--- config.mk ---
export PLATFORM = sky130hd
export DESIGN_NAME = priority_mux_scheduler
export DESIGN_NICKNAME = d
export VERILOG_FILES = /design/src/rtl/priority_sched_pkg.sv /design/src/rtl/priority_age_slot.sv /design/src/rtl/priority_mux_scheduler.sv
export SDC_FILE = /design/constraint.sdc
export NUM_CORES = 1
export LEC_CHECK = 0
export ABC_AREA = 1
export CAP_MARGIN = 10
export CELL_PAD_IN_SITES_DETAIL_PLACEMENT = 1
export CELL_PAD_IN_SITES_GLOBAL_PLACEMENT = 1
export CORE_UTILIZATION = 38
export DETAILED_ROUTE_END_ITERATION = 8
export PLACE_DENSITY = 0.82
export SETUP_SLACK_MARGIN = 0.4
export SLEW_MARGIN = 20
export SYNTH_ARGS = -nofsm -noshare
export SYNTH_HDL_FRONTEND = slang
export SYNTH_HIERARCHICAL = 1
export SYNTH_SLANG_ARGS = --single-unit
--- constraint.sdc ---
create_clock -name clk -period 4.55 [get_ports clk]
set_input_delay 0.91 -clock clk [delete_from_list [all_inputs] [get_ports clk]]
set_output_delay 0.91 -clock clk [all_outputs]
set_load 0.005 [all_outputs]
--- src/rtl/priority_sched_pkg.sv ---
// priority_sched_pkg: shared types and helpers for priority_mux_scheduler.
//   sched_state_t  - scheduler FSM states
//   eff_priority   - aged priority: base - (age >> shift), floored at 0
//   is_onehot      - true when exactly one bit is set
//   onehot_encode  - index of the set bit of a one-hot vector
// The helpers work on 32-bit values, so callers zero-extend their operands
// and truncate the result. This supports at most 32 requesters.
package priority_sched_pkg;

  typedef enum logic [1:0] {
    IDLE   = 2'd0,
    ISSUE  = 2'd1,
    OUTPUT = 2'd2
  } sched_state_t;

  function automatic logic [31:0] eff_priority(input logic [31:0] base,
                                               input logic [31:0] age,
                                               input logic [31:0] shift);
    logic [31:0] boost;
    boost = age >> shift;
    return (boost >= base) ? 32'd0 : (base - boost);
  endfunction

  function automatic logic is_onehot(input logic [31:0] vec);
    return (vec != 32'd0) && ((vec & (vec - 32'd1)) == 32'd0);
  endfunction

  function automatic logic [31:0] onehot_encode(input logic [31:0] vec);
    logic [31:0] idx;
    idx = 32'd0;
    for (int i = 31; i >= 0; i--) begin
      if (vec[i]) idx = 32'(i);
    end
    return idx;
  endfunction

endpackage

--- src/rtl/priority_age_slot.sv ---
// priority_age_slot: one pending item for one requester.
//   clk, rst        - clock, synchronous active-high reset
//   load            - capture load_priority/load_data, mark valid, clear age
//   grant           - item won arbitration: invalidate, clear age
//   age_inc         - item lost a round: saturating age increment
//   valid/data/base/age - stored state
module priority_age_slot
  import priority_sched_pkg::*;
#(
  parameter int unsigned PRIORITY_WIDTH = 2,
  parameter int unsigned DATA_WIDTH     = 8,
  parameter int unsigned AGE_WIDTH      = 3
) (
  input  logic                      clk,
  input  logic                      rst,
  input  logic                      load,
  input  logic [PRIORITY_WIDTH-1:0] load_priority,
  input  logic [DATA_WIDTH-1:0]     load_data,
  input  logic                      grant,
  input  logic                      age_inc,
  output logic                      valid,
  output logic [DATA_WIDTH-1:0]     data,
  output logic [PRIORITY_WIDTH-1:0] base,
  output logic [AGE_WIDTH-1:0]      age
);

  always_ff @(posedge clk) begin
    if (rst) begin
      valid <= 1'b0;
      data  <= '0;
      base  <= '0;
      age   <= '0;
    end else begin
      if (grant) begin
        valid <= 1'b0;
        age   <= '0;
      end else if (age_inc && (age != '1)) begin
        age <= age + AGE_WIDTH'(1);
      end
      // A load only happens into an empty slot, and grant/age_inc only touch
      // slots that are full, so a load never collides with them.
      if (load) begin
        valid <= 1'b1;
        data  <= load_data;
        base  <= load_priority;
        age   <= '0;
      end
    end
  end

endmodule

--- src/rtl/priority_mux_scheduler.sv ---
// priority_mux_scheduler: front-end controller for priority_mux.
// Buffers one item per requester, presents a frozen snapshot of aged
// priorities and payloads to the mux, waits for the one-hot acknowledge and
// returns the winner on a valid/ready output.
//   clk, rst                       - clock, synchronous active-high reset
//   req_valid/req_priority/req_data - per-requester offer (requester i at low slice)
//   req_ready                      - slot i empty
//   mux_req/mux_priorities/mux_signals - registered drive to the mux
//   mux_ack/mux_signal/mux_busy    - mux response
//   out_valid/out_data/out_index/out_ready - granted item handshake
//   err                            - one-cycle pulse on ack timeout or bad ack
//
//   state  | meaning
//   IDLE   | wait for a valid slot and an idle mux, then snapshot and issue
//   ISSUE  | mux_req driven from issue_mask, waiting for ack or timeout
//   OUTPUT | winner held on out_*, waiting for out_ready
module priority_mux_scheduler
  import priority_sched_pkg::*;
#(
  parameter int unsigned N_PRIORITY_WIDTH = 2,
  parameter int unsigned N_SIGNAL_WIDTH   = 8,
  parameter int unsigned N_SIGNALS        = 4,
  parameter int unsigned AGE_WIDTH        = 3,
  parameter int unsigned AGE_SHIFT        = 1,
  parameter int unsigned ACK_TIMEOUT      = 16
) (
  input  logic                                   clk,
  input  logic                                   rst,
  input  logic [N_SIGNALS-1:0]                   req_valid,
  input  logic [N_PRIORITY_WIDTH*N_SIGNALS-1:0]  req_priority,
  input  logic [N_SIGNAL_WIDTH*N_SIGNALS-1:0]    req_data,
  output logic [N_SIGNALS-1:0]                   req_ready,
  output logic [N_SIGNALS-1:0]                   mux_req,
  output logic [N_PRIORITY_WIDTH*N_SIGNALS-1:0]  mux_priorities,
  output logic [N_SIGNAL_WIDTH*N_SIGNALS-1:0]    mux_signals,
  input  logic [N_SIGNALS-1:0]                   mux_ack,
  input  logic [N_SIGNAL_WIDTH-1:0]              mux_signal,
  input  logic                                   mux_busy,
  output logic                                   out_valid,
  output logic [N_SIGNAL_WIDTH-1:0]              out_data,
  output logic [$clog2(N_SIGNALS)-1:0]           out_index,
  input  logic                                   out_ready,
  output logic                                   err
);

  localparam int unsigned PW = N_PRIORITY_WIDTH;
  localparam int unsigned DW = N_SIGNAL_WIDTH;
  localparam int unsigned IW = $clog2(N_SIGNALS);
  localparam int unsigned TW = (ACK_TIMEOUT > 1) ? $clog2(ACK_TIMEOUT) : 1;

  sched_state_t state, state_next;

  logic [N_SIGNALS-1:0]    slot_valid;
  logic [N_SIGNALS-1:0]    slot_load;
  logic [N_SIGNALS-1:0]    slot_grant;
  logic [N_SIGNALS-1:0]    slot_age_inc;
  logic [DW-1:0]           slot_data [N_SIGNALS];
  logic [PW-1:0]           slot_base [N_SIGNALS];
  logic [AGE_WIDTH-1:0]    slot_age  [N_SIGNALS];

  logic [PW*N_SIGNALS-1:0] eff_packed;
  logic [DW*N_SIGNALS-1:0] data_packed;
  logic [N_SIGNALS-1:0]    issue_mask;
  logic [TW-1:0]           timer;

  logic                    enter_issue;
  logic                    ack_good;
  logic                    abort;

  assign req_ready = ~slot_valid;
  assign slot_load = req_valid & ~slot_valid;
  assign out_valid = (state == OUTPUT);

  for (genvar i = 0; i < N_SIGNALS; i++) begin : g_slot
    priority_age_slot #(
      .PRIORITY_WIDTH (PW),
      .DATA_WIDTH     (DW),
      .AGE_WIDTH      (AGE_WIDTH)
    ) u_slot (
      .clk           (clk),
      .rst           (rst),
      .load          (slot_load[i]),
      .load_priority (req_priority[i*PW +: PW]),
      .load_data     (req_data[i*DW +: DW]),
      .grant         (slot_grant[i]),
      .age_inc       (slot_age_inc[i]),
      .valid         (slot_valid[i]),
      .data          (slot_data[i]),
      .base          (slot_base[i]),
      .age           (slot_age[i])
    );
  end

  always_comb begin
    eff_packed  = '0;
    data_packed = '0;
    for (int i = 0; i < N_SIGNALS; i++) begin
      eff_packed[i*PW +: PW]  = PW'(eff_priority(32'(slot_base[i]), 32'(slot_age[i]),
                                                 32'(AGE_SHIFT)));
      data_packed[i*DW +: DW] = slot_data[i];
    end
  end

  always_ff @(posedge clk) begin
    if (rst) state <= IDLE;
    else     state <= state_next;
  end

  always_comb begin
    state_next   = state;
    enter_issue  = 1'b0;
    ack_good     = 1'b0;
    abort        = 1'b0;
    slot_grant   = '0;
    slot_age_inc = '0;
    case (state)
      IDLE: begin
        if ((|slot_valid) && !mux_busy) begin
          state_next  = ISSUE;
          enter_issue = 1'b1;
        end
      end
      ISSUE: begin
        // An ack in the last timer cycle still wins over the timeout.
        if (|mux_ack) begin
          if (is_onehot(32'(mux_ack)) && ((mux_ack & ~issue_mask) == '0)) begin
            ack_good     = 1'b1;
            slot_grant   = mux_ack;
            slot_age_inc = issue_mask & ~mux_ack;
            state_next   = OUTPUT;
          end else begin
            abort      = 1'b1;
            state_next = IDLE;
          end
        end else if (timer == '0) begin
          abort      = 1'b1;
          state_next = IDLE;
        end
      end
      OUTPUT: begin
        if (out_ready) state_next = IDLE;
      end
      default: state_next = IDLE;
    endcase
  end

  // Snapshot, request drive and timeout down-counter. The counter is loaded
  // with ACK_TIMEOUT-1 on ISSUE entry, so ISSUE lasts at most ACK_TIMEOUT cycles.
  always_ff @(posedge clk) begin
    if (rst) begin
      issue_mask     <= '0;
      mux_req        <= '0;
      mux_priorities <= '1;
      mux_signals    <= '0;
      timer          <= '0;
      out_data       <= '0;
      out_index      <= '0;
      err            <= 1'b0;
    end else begin
      err <= abort;
      if (enter_issue) begin
        issue_mask     <= slot_valid;
        mux_req        <= slot_valid;
        mux_priorities <= eff_packed;
        mux_signals    <= data_packed;
        timer          <= TW'(ACK_TIMEOUT - 1);
      end else if (state == ISSUE) begin
        if (state_next != ISSUE) mux_req <= '0;
        else                     timer   <= timer - TW'(1);
      end
      if (ack_good) begin
        out_data  <= mux_signal;
        out_index <= IW'(onehot_encode(32'(mux_ack)));
      end
    end
  end

endmodule

==> results of run 1 <==
[layout make-up]
cell class | count | area (sq um) | area share, %
timing repair buffer | 122 | 1210 | 17.5
clock inverter | 3 | 15.0 | 0.216
sequential | 121 | 2420 | 34.9
inverter | 91 | 342 | 4.92
multi-input combinational | 452 | 2220 | 32.0
tap | 176 | 220 | 3.17
clock buffer | 26 | 509 | 7.33
[layout by cell type, fill, tap and decap left out, types with 3 or more instances in the layout]
cell and n:
nor2_1 169, dfxtp_1 121, clkdlybuf4s50_1 119, nand2_1 98, inv_1 78, o21ai_0 66, a21oi_1 27, nand3_1 20
ha_1 17, clkbuf_16 17, inv_2 13, o21ai_1 12, nand4_1 12, a21oi_2 8, nand2_2 7, nand3_2 5
clkbuf_8 5, fa_1 4, clkbuf_1 4, nor3_1 3, clkinv_2 3, buf_4 3
[worst min path at each step]
stage	from	to	slack [ns]	cells past startpoint
6_report	mux_req[2]	mux_req[2]	0.46	2
5_1_grt	mux_req[2]	mux_req[2]	0.49	2
4_1_cts	mux_req[2]	mux_req[2]	0.46	2
3_5_place_dp	mux_req[2]	mux_req[2]	0.45	2
3_3_place_gp	mux_req[1]	mux_req[1]	0.45	2
2_1_floorplan	g_slot[0].u_slot/data[4]	g_slot[0].u_slot/data[4]	0.44	2
[routing by layer]
layer	part of all wire (%)	up-vias	wire (um)
met5	0	-	0
met4	1.5	0	217
met3	4.3	18	632
met2	50	106	7350
met1	45	2321	6640
li1	-	2392	-
[through the flow]
stage	setup slack, ns	instances	power (uW)	utilization [%]	hold WS (ns)
2_1_floorplan	2.41	692	1400	-	0.438
4_1_cts	1.71	991	2810	52.4	0.465
3_3_place_gp	1.57	962	1580	48.5	0.451
5_1_grt	1.47	991	2910	52.4	0.486
3_5_place_dp	1.34	962	1600	48.5	0.455
6_report	1.67	991	2780	52.4	0.464
[where the power goes]
group	internal, uW	switching [uW]
Combinational	188	207
Sequential	1140	47.3
Clock	755	444
Total	2080	698
[sequential cells by signal (all words and copies together) (netlist names), 2 cells and up]
register             count
g_slot.u_slot/age       12
g_slot.u_slot/base       8
g_slot.u_slot/data      32
g_slot.u_slot/valid      4
issue_mask               4
mux_priorities           8
mux_req                  4
mux_signals             32
out_data                 8
out_index                2
state                    2
timer                    4
[tightest hold or removal path, stage by stage (launching register included)]
cell,delay [ns]
dfxtp_1,0.31
nand2_1,0.06
a21oi_1,0.05
[cells by family after synthesis]
| group | Yosys count |
|---|---|
| fa+ha+maj | 21 |
| simple gates | 317 |
| compound gates | 114 |
| buf+inv | 119 |
| flops | 121 |
==> results.txt, run 1 <==
Flop2flop setup slack: 2.33 ns
Post-CTS Hold Fix Bufs: 0
GR Layer Usage met2: 38.8%
DR iter-0 viols: 149
Via density: 4.88
WP data required: 4.90 ns
Post-synthesis mux area share: 0%
Initial Util: 39.0%
Leak: 0.00295 uW
CTS tree: done
Worst path top cell family by delay: simple AND/OR/NAND/NOR gates
Largest net degree at the start of global routing: 52
Total Die Area: 14100 sq um
Worst Setup SP: mux_ack[3]
Worst R2R End: g_slot[0].u_slot/age[0]
Post-cts gate resize count: 0
Worst Hold Class: reg2reg
Global route overflow: 0
Adder-cell share of the synthesized area: 5.67%
Most frequent CP cell: nand2_1
Pwr Density: 401 nW/um^2
Ratio of cells with drive above 1 in the final layout: 7.73%
Port bufs: 119
Routed WL: 14800 um
HPWL Detailed: 10200 um
Fin. max-slew vios: 0
Most numerous cell in the Yosys netlist: nor2_1
Gr busiest metal: met2
WP depth: 10
RSZ-0062 raised after global routing: no
Site Rows: 42
Clock transition at the registers of the reported paths: 0.05 ns
Post-Synth Simple-Gate Area: 25.7%
Clock skew: 0.00654 ns
Total Routing Usage GR: 22.2%
Worst R2R Start: issue_mask[3]
WL per Instance: 15.0 um
RePlAce Congestion: 0.778
Synth Flop Type: dfxtp_1
Buffers & Inverters on Critical Path: 2
Seq cells post-synth: 121
DR DRC count: 0
Final hold viol count: 0
Slew Limit Headroom: 45.2%
Met3 Track Usage GR: 5.45%
Main combinational cell family by area after synthesis: simple AND/OR/NAND/NOR gates
Setup Buffers After CTS: 0
H-tree depth: 4
Sequential-to-total area share from yosys stat: 46.9%
First-pass GRT wire length: 24800 um
Drt first pass iters: 4
Share of the synthesized area in the top cell type: 46.9%
Worst slew pin tran: 0.820 ns
Filler cell count in the final layout: 1657
Setup crit end kind: flip-flop
CTS sink count: 121
Fin nets: 886
CP Cell Sequence: clkdlybuf4s50_1 -> inv_2 -> nand2_1 -> nand2_1 -> nand4_4 -> nor3_1 -> nand2_1 -> nand2_1 -> nand2_1 -> nor2_1
Initial antenna violation count: 0
Top area cells in the synthesized netlist: dfxtp_1 47%, nor2_1 12%, nand2_1 7.1%
CP Max Fanout: 19
Die Wd: 119 um
Mean Syn Cell Area: 7.46 sq um
Warnings, synthesis: 6
Most frequent cells after synthesis: 169 x nor2_1, 121 x dfxtp_1, 98 x nand2_1, 78 x inv_1, 66 x o21ai_0
VDD IR max: 0.199 mV
Status: completed
TNS Setup: 0 ns
WP data arrival: 3.23 ns
Compound-Gate Fraction of Synth Area: 11.7%
Unique masters post-synth: 24
Core ar.: 13200 sq um
Max_cap viols: 0
Boundary Pins: 120
Worst path max stage delay: 0.51 ns
Max Clk Rate: 347 MHz
Critical path launch point type: input pin
Vias in the first global route: 5229
Biggest area consumer among synthesized cells: dfxtp_1
CTS max path bufs: 2
Worst setup endpoint: g_slot[0].u_slot/age[0]
Kind of critical path: in2reg
P&R area growth vs syn: 34.5%
M1 GR Usage: 25.8%
Post-Syn Area: 5160 sq um
CTS Buf Count: 17
Synthesized instance count: 692
Clock root buffer: clkbuf_16
Final Critical Period: 2.88 ns
# setup viols final: 0
ANT nets after route: 0
Async set or reset register ratio after synthesis: 0%
Worst-Skew Late Latency: 0.41 ns
Routed vias: 4837
Number of synthesized flops with an enable pin: 0
Slowest CP cell: nor3_1
Xor/xnor share of the synthesized area: 0%
Placed inst area: 6420 sq um
Design Area, Final: 6940 sq um
Worst Reg-to-Reg Cells: 10
Antenna cells: 0
Net Count, Synth: 773
Die height: 119 um
Part of the cycle the worst path needs: 63.3%
No activity file was read; power rests on OpenSTA's default activity.
==> inputs of run 2 (changes only) <==
Settings changed: CORE_UTILIZATION 38 to 36, PLACE_DENSITY 0.82 to 0.78.
Clock period 4.55 ns to 2.79 ns, I/O delays scaled along.
==> results.txt, run 2 (synthesis results as in run 1) <==
Status: completed
Setup Buffers After CTS: 0 (unchanged)
# setup viols final: 0 (unchanged)
TNS Setup: 0 ns (unchanged)
ANT nets after route: 0 (unchanged)
Clock transition at the registers of the reported paths: 0.06 ns (about the same)
Drt first pass iters: 4 (unchanged)
Pwr Density: 677 nW/um^2 (+69%)
Routed vias: 4804 (-0.68%)
Largest registers: g_slot.u_slot/data x32, mux_signals x32, g_slot.u_slot/age x12
DR iter-0 viols: 145 (-2.7%)
Largest net degree at the start of global routing: 52 (unchanged)
Max_cap viols: 0 (unchanged)
Site Rows: 43 (+2.4%)
Slew Limit Headroom: 49.4% (+4.2 points)
CP Max Fanout: 19 (unchanged)
Worst-Skew Late Latency: 0.41 ns (about the same)
Port bufs: 119 (unchanged)
Max Clk Rate: 434 MHz
Buffers & Inverters on Critical Path: 3 (+1)
Worst path top cell family by delay: simple AND/OR/NAND/NOR gates
Placed Instances: 973 (+1.1%)
DR DRC count: 0 (unchanged)
Design Area, Final: 7090 sq um (+2.1%)
Fin nets: 893 (+0.79%)
Die height: 122 um (+2.7%)
Non-Filler Instances: 1005 (+1.4%)
Total Routing Usage GR: 21.3% (-0.94 points)
Antenna cells: 0 (unchanged)
Hold slack: 0.464 ns (-0.000664 ns)
Routed WL: 14800 um (-0.31%)
RePlAce Congestion: 0.804 (+3.3%)
Global route overflow: 0 (unchanged)
VDD IR max: 0.360 mV (+81%)
Initial antenna violation count: 0 (unchanged)
Boundary Pins: 120 (unchanged)
CP Cell Sequence: clkdlybuf4s50_1 -> inv_2 -> nand2_1 -> nand2_2 -> nand2_2 -> inv_2 -> nand4_4 -> nor3_1 -> nand2_1 -> nand2_1 -> nand2_1 -> nor2_1
Via density: 4.78 (-2.1%)
Final Critical Period: 2.30 ns
Post-CTS Hold Fix Bufs: 0 (unchanged)
Ratio of cells with drive above 1 in the final layout: 9.09% (+1.4 points)
Kind of critical path: in2reg
Critical path launch point type: input pin
Total Die Area: 14800 sq um (+5.5%)
Placed inst area: 6490 sq um (+1.1%)
WP data required: 3.14 ns (-1.76 ns)
RSZ-0062 raised after global routing: yes
P&R area growth vs syn: 37.4%
Worst Hold Class: reg2reg
CTS max path bufs: 2 (unchanged)
Part of the cycle the worst path needs: 82.5%
Clock skew: 0.00738 ns (+0.000835 ns)
Final hold viol count: 0 (unchanged)
Slowest CP cell: clkdlybuf4s50_1
Commonest cells after routing, fill and taps aside: 169 x nor2_1, 121 x dfxtp_1, 119 x clkdlybuf4s50_1, 98 x nand2_1, 78 x inv_1
Vias in the first global route: 5294 (+1.2%)
Leak: 0.00303 uW (+2.6%)
Worst path max stage delay: 0.50 ns (about the same)
Most frequent CP cell: nand2_1
CTS tree: done
First-pass GRT wire length: 24400 um (-1.4%)
WL per Instance: 14.7 um (-1.7%)
Initial Util: 37.0% (-1.9 points)
Core ar.: 13900 sq um (+5.2%)
WP data arrival: 2.65 ns (-0.58 ns)
Fin. max-slew vios: 0 (unchanged)
CTS Buf Count: 17 (unchanged)
HPWL Detailed: 10500 um (+3.1%)
Die Wd: 122 um (+2.7%)
Post-cts gate resize count: 0 (unchanged)
Setup crit end kind: flip-flop
Worst slew pin tran: 0.756 ns (-0.0647 ns)
Clock root buffer: clkbuf_16
H-tree depth: 4 (unchanged)
CTS sink count: 121 (unchanged)
Commonest non-fill, non-tap cell in the layout: nor2_1
[run 2: cell types whose count changed in the layout (fill, tap and decap cells not counted)]
cell        delta
buf_4          +6
clkbuf_1       -2
clkbuf_8       +1
buf_12         +1
clkinvlp_4     +1
clkinv_2       +1
bufinv_16      +2
[run 2: final timing paths]
kind                            startpoint  slack (ns)  cells after the start                       to
worst max register to register    state[0]        0.77                      8  g_slot[3].u_slot/age[0]
worst max-delay path            mux_ack[3]        0.49                     12  g_slot[3].u_slot/age[0]
worst min register to register  mux_req[1]        0.46                      2               mux_req[1]
worst min-delay path            mux_req[1]        0.46                      2               mux_req[1]
[run 2: per-stage QoR]
stage          utilization (%)  power [uW]  worst slack, ns
6_report                  50.9        4800            0.488
5_1_grt                   50.9        5020            0.327
4_1_cts                   50.9        4860            0.525
3_5_place_dp              46.6        2630           0.0992
3_3_place_gp              46.6        2600            0.315
2_1_floorplan                -        2290            0.998
[run 2: worst register-to-register path, delay by kind of cell (launching register included)]
kind	cells	cell delay, ns
AND/OR/NAND/NOR	7	1.36
flip-flops	1	0.37
buffers and inverters	1	0.23
[run 2: routing by layer]
metal	track usage [%]	part of all wire [%]
met1	23.8	44
met2	38.4	51
met3	5.66	4.1
met4	7.56	0.69
met5	0	0
[run 2: where the power goes]
part / switching, uW / internal (uW) / leakage, uW
Clock: 754 / 1450 / 0.000299
Combinational: 340 / 319 / 0.00174
Sequential: 76.0 / 1860 / 0.000995
[run 2: area by class of cell]
class / count / area [sq um]
inverters: 91 / 342
fillers: 1689 / 6840
multi-input cells: 452 / 2220
flip-flops and latches: 121 / 2420
clock inverters: 7 / 87.6
clock buffers: 25 / 515
well taps: 180 / 225
repair buffers: 129 / 1280
==> inputs of run 3 (changes only) <==
Clock period 2.79 ns to 2.3 ns, I/O delays scaled along.
==> results.txt, run 3 (synthesis results as in run 1) <==
CP Max Fanout: 4 (-15)
Register area: 2420 sq um (unchanged)
Largest registers: g_slot.u_slot/data x32, mux_signals x32, g_slot.u_slot/age x12
Filler cell count in the final layout: 1709 (+1.2%)
Worst slew pin tran: 0.426 ns (-0.329 ns)
WP data arrival: 1.39 ns (-1.26 ns)
Fin. max-slew vios: 0 (unchanged)
Final Critical Period: 1.85 ns
Pwr Density: 797 nW/um^2 (+18%)
Vias in the first global route: 5307 (+0.25%)
Port bufs: 119 (unchanged)
Placed inst area: 6530 sq um (+0.62%)
Ratio of cells with drive above 1 in the final layout: 10.9% (+1.8 points)
DR DRC count: 0 (unchanged)
Global route overflow: 0 (unchanged)
RSZ-0062 raised after global routing: no
Net Switching: 1450 uW (+24%)
Max_cap viols: 0 (unchanged)
# setup viols final: 0 (unchanged)
Kind of critical path: reg2out
Clock skew: 0.00790 ns (+0.000521 ns)
Leak: 0.00313 uW (+3.2%)
Sequential share of power: 41.2% (+0.9 points)
Antenna cells: 0 (unchanged)
CTS max path bufs: 2 (unchanged)
Initial antenna violation count: 0 (unchanged)
Die height: 122 um (unchanged)
Initial Util: 37.0% (unchanged)
Post-CTS Hold Fix Bufs: 0 (unchanged)
Commonest non-fill, non-tap cell in the layout: nor2_1
Clock root buffer: clkbuf_16
Multi-input logic area: 2270 sq um (+2.3%)
Via density: 4.89 (+2.3%)
Commonest cells after routing, fill and taps aside: 168 x nor2_1, 121 x dfxtp_1, 114 x clkdlybuf4s50_1, 97 x nand2_1, 77 x inv_1
Total power: 5710 uW (+19%)
Max Clk Rate: 541 MHz
VDD IR max: 0.521 mV (+45%)
Slew Limit Headroom: 71.5% (+22 points)
P&R area growth vs syn: 38.9%
Site Rows: 43 (unchanged)
Layout Utilization: 51.5% (+0.58 points)
ANT nets after route: 0 (unchanged)
Worst-Skew Late Latency: 0.42 ns (about the same)
CTS Buf Count: 17 (unchanged)
Critical path launch point type: flip-flop
WP data required: 1.84 ns (-1.30 ns)
Worst Hold Class: reg2reg
Die Wd: 122 um (unchanged)
Gate power share: 14.3% (+0.6 points)
Routed WL: 15200 um (+2.6%)
HPWL Detailed: 10700 um (+2.0%)
Core ar.: 13900 sq um (unchanged)
Largest net degree at the start of global routing: 28 (-46%)
Setup WS post-layout: 0.451 ns (-0.0370 ns)
Setup crit end kind: output port
Internal: 4270 uW (+18%)
Total Routing Usage GR: 21.7% (+0.44 points)
CTS tree: done
Fin nets: 903 (+1.1%)
Dpl ws: -0.120 ns (-0.219 ns)
Boundary Pins: 120 (unchanged)
Total Die Area: 14800 sq um (unchanged)
Clock share of power: 44.5% (-1.4 points)
DR iter-0 viols: 145 (unchanged)
Status: completed
First-pass GRT wire length: 24900 um (+2.0%)
Clock transition at the registers of the reported paths: 0.05 ns (about the same)
WL per Instance: 14.9 um (+1.5%)
RePlAce Congestion: 0.821 (+2.1%)
Routed vias: 4963 (+3.3%)
Part of the cycle the worst path needs: 80.4%
Final hold viol count: 0 (unchanged)
H-tree depth: 4 (unchanged)
CTS sink count: 121 (unchanged)
Design Area, Final: 7170 sq um (+1.1%)
Sw Share: 25.3% (+0.93 points)
Drt first pass iters: 4 (unchanged)
run 3: changes by cell type in the layout (fill, tap and decap cells not counted), moves of 2 or more:
| cell | delta |
|---|---|
| dlymetal6s2s_1 | +4 |
| buf_4 | +10 |
| nor3_4 | +3 |
| nor3_1 | -3 |
| clkdlybuf4s50_1 | -5 |
| clkinv_2 | +2 |
run 3: final timing paths:
check | start | end | slack [ns] | cells after the start
worst max-delay path | g_slot[2].u_slot/valid | req_ready[2] | 0.45 | 2
worst min-delay path | mux_req[3] | mux_req[3] | 0.47 | 2
worst max register to register | issue_mask[1] | g_slot[3].u_slot/age[0] | 0.60 | 10
worst min register to register | mux_req[3] | mux_req[3] | 0.47 | 2
run 3: critical path, stage by stage, from the launching register on:
cell and delay (ns):
dfxtp_1 0.34, inv_1 0.09, clkdlybuf4s50_1 0.54
run 3: power groups by stage:
stage               clock, uW  sequential (uW)  combinational (uW)
finish                   2540             2350                 817
global route             2700             2370                 912
CTS                      2590             2350                 822
detailed placement          0             2390                 810
global placement            0             2380                 782
floorplan                   0             2380                 402
run 3: routing by layer:
| layer | share of wire (%) | global-route usage, % | vias to the layer above |
|---|---|---|---|
| met5 | 0 | 0 | - |
| met3 | 4.2 | 4.92 | 28 |
| met4 | 2.0 | 8.87 | 0 |
| met2 | 50 | 38.6 | 114 |
| li1 | - | - | 2430 |
| met1 | 43 | 24.9 | 2391 |
run 3: per-stage QoR:
step                std cells  hold slack, ns  TNS [ns]
finish                   1015           0.465         0
global route             1015           0.485         0
CTS                      1012           0.467         0
detailed placement        980           0.458    -0.740
global placement          980           0.450         0
floorplan                 692           0.438         0
run 3: cell type report:
| type | instances | area share (%) |
|---|---|---|
| clock buffers | 24 | 6.99 |
| clock inverters | 8 | 0.942 |
| inverters | 91 | 4.76 |
| multi-input cells | 453 | 31.7 |
| flip-flops and latches | 121 | 33.8 |
| well taps | 180 | 3.14 |
| repair buffers | 138 | 18.7 |
run 3: what timing repair did:
item	in CTS	in global routing
buffers inserted	0	2
pin swaps	0	1
gates cloned	0	1
setup endpoints to repair	10	12
resized for setup	2	12
endpoints found under the hold margin	0	0
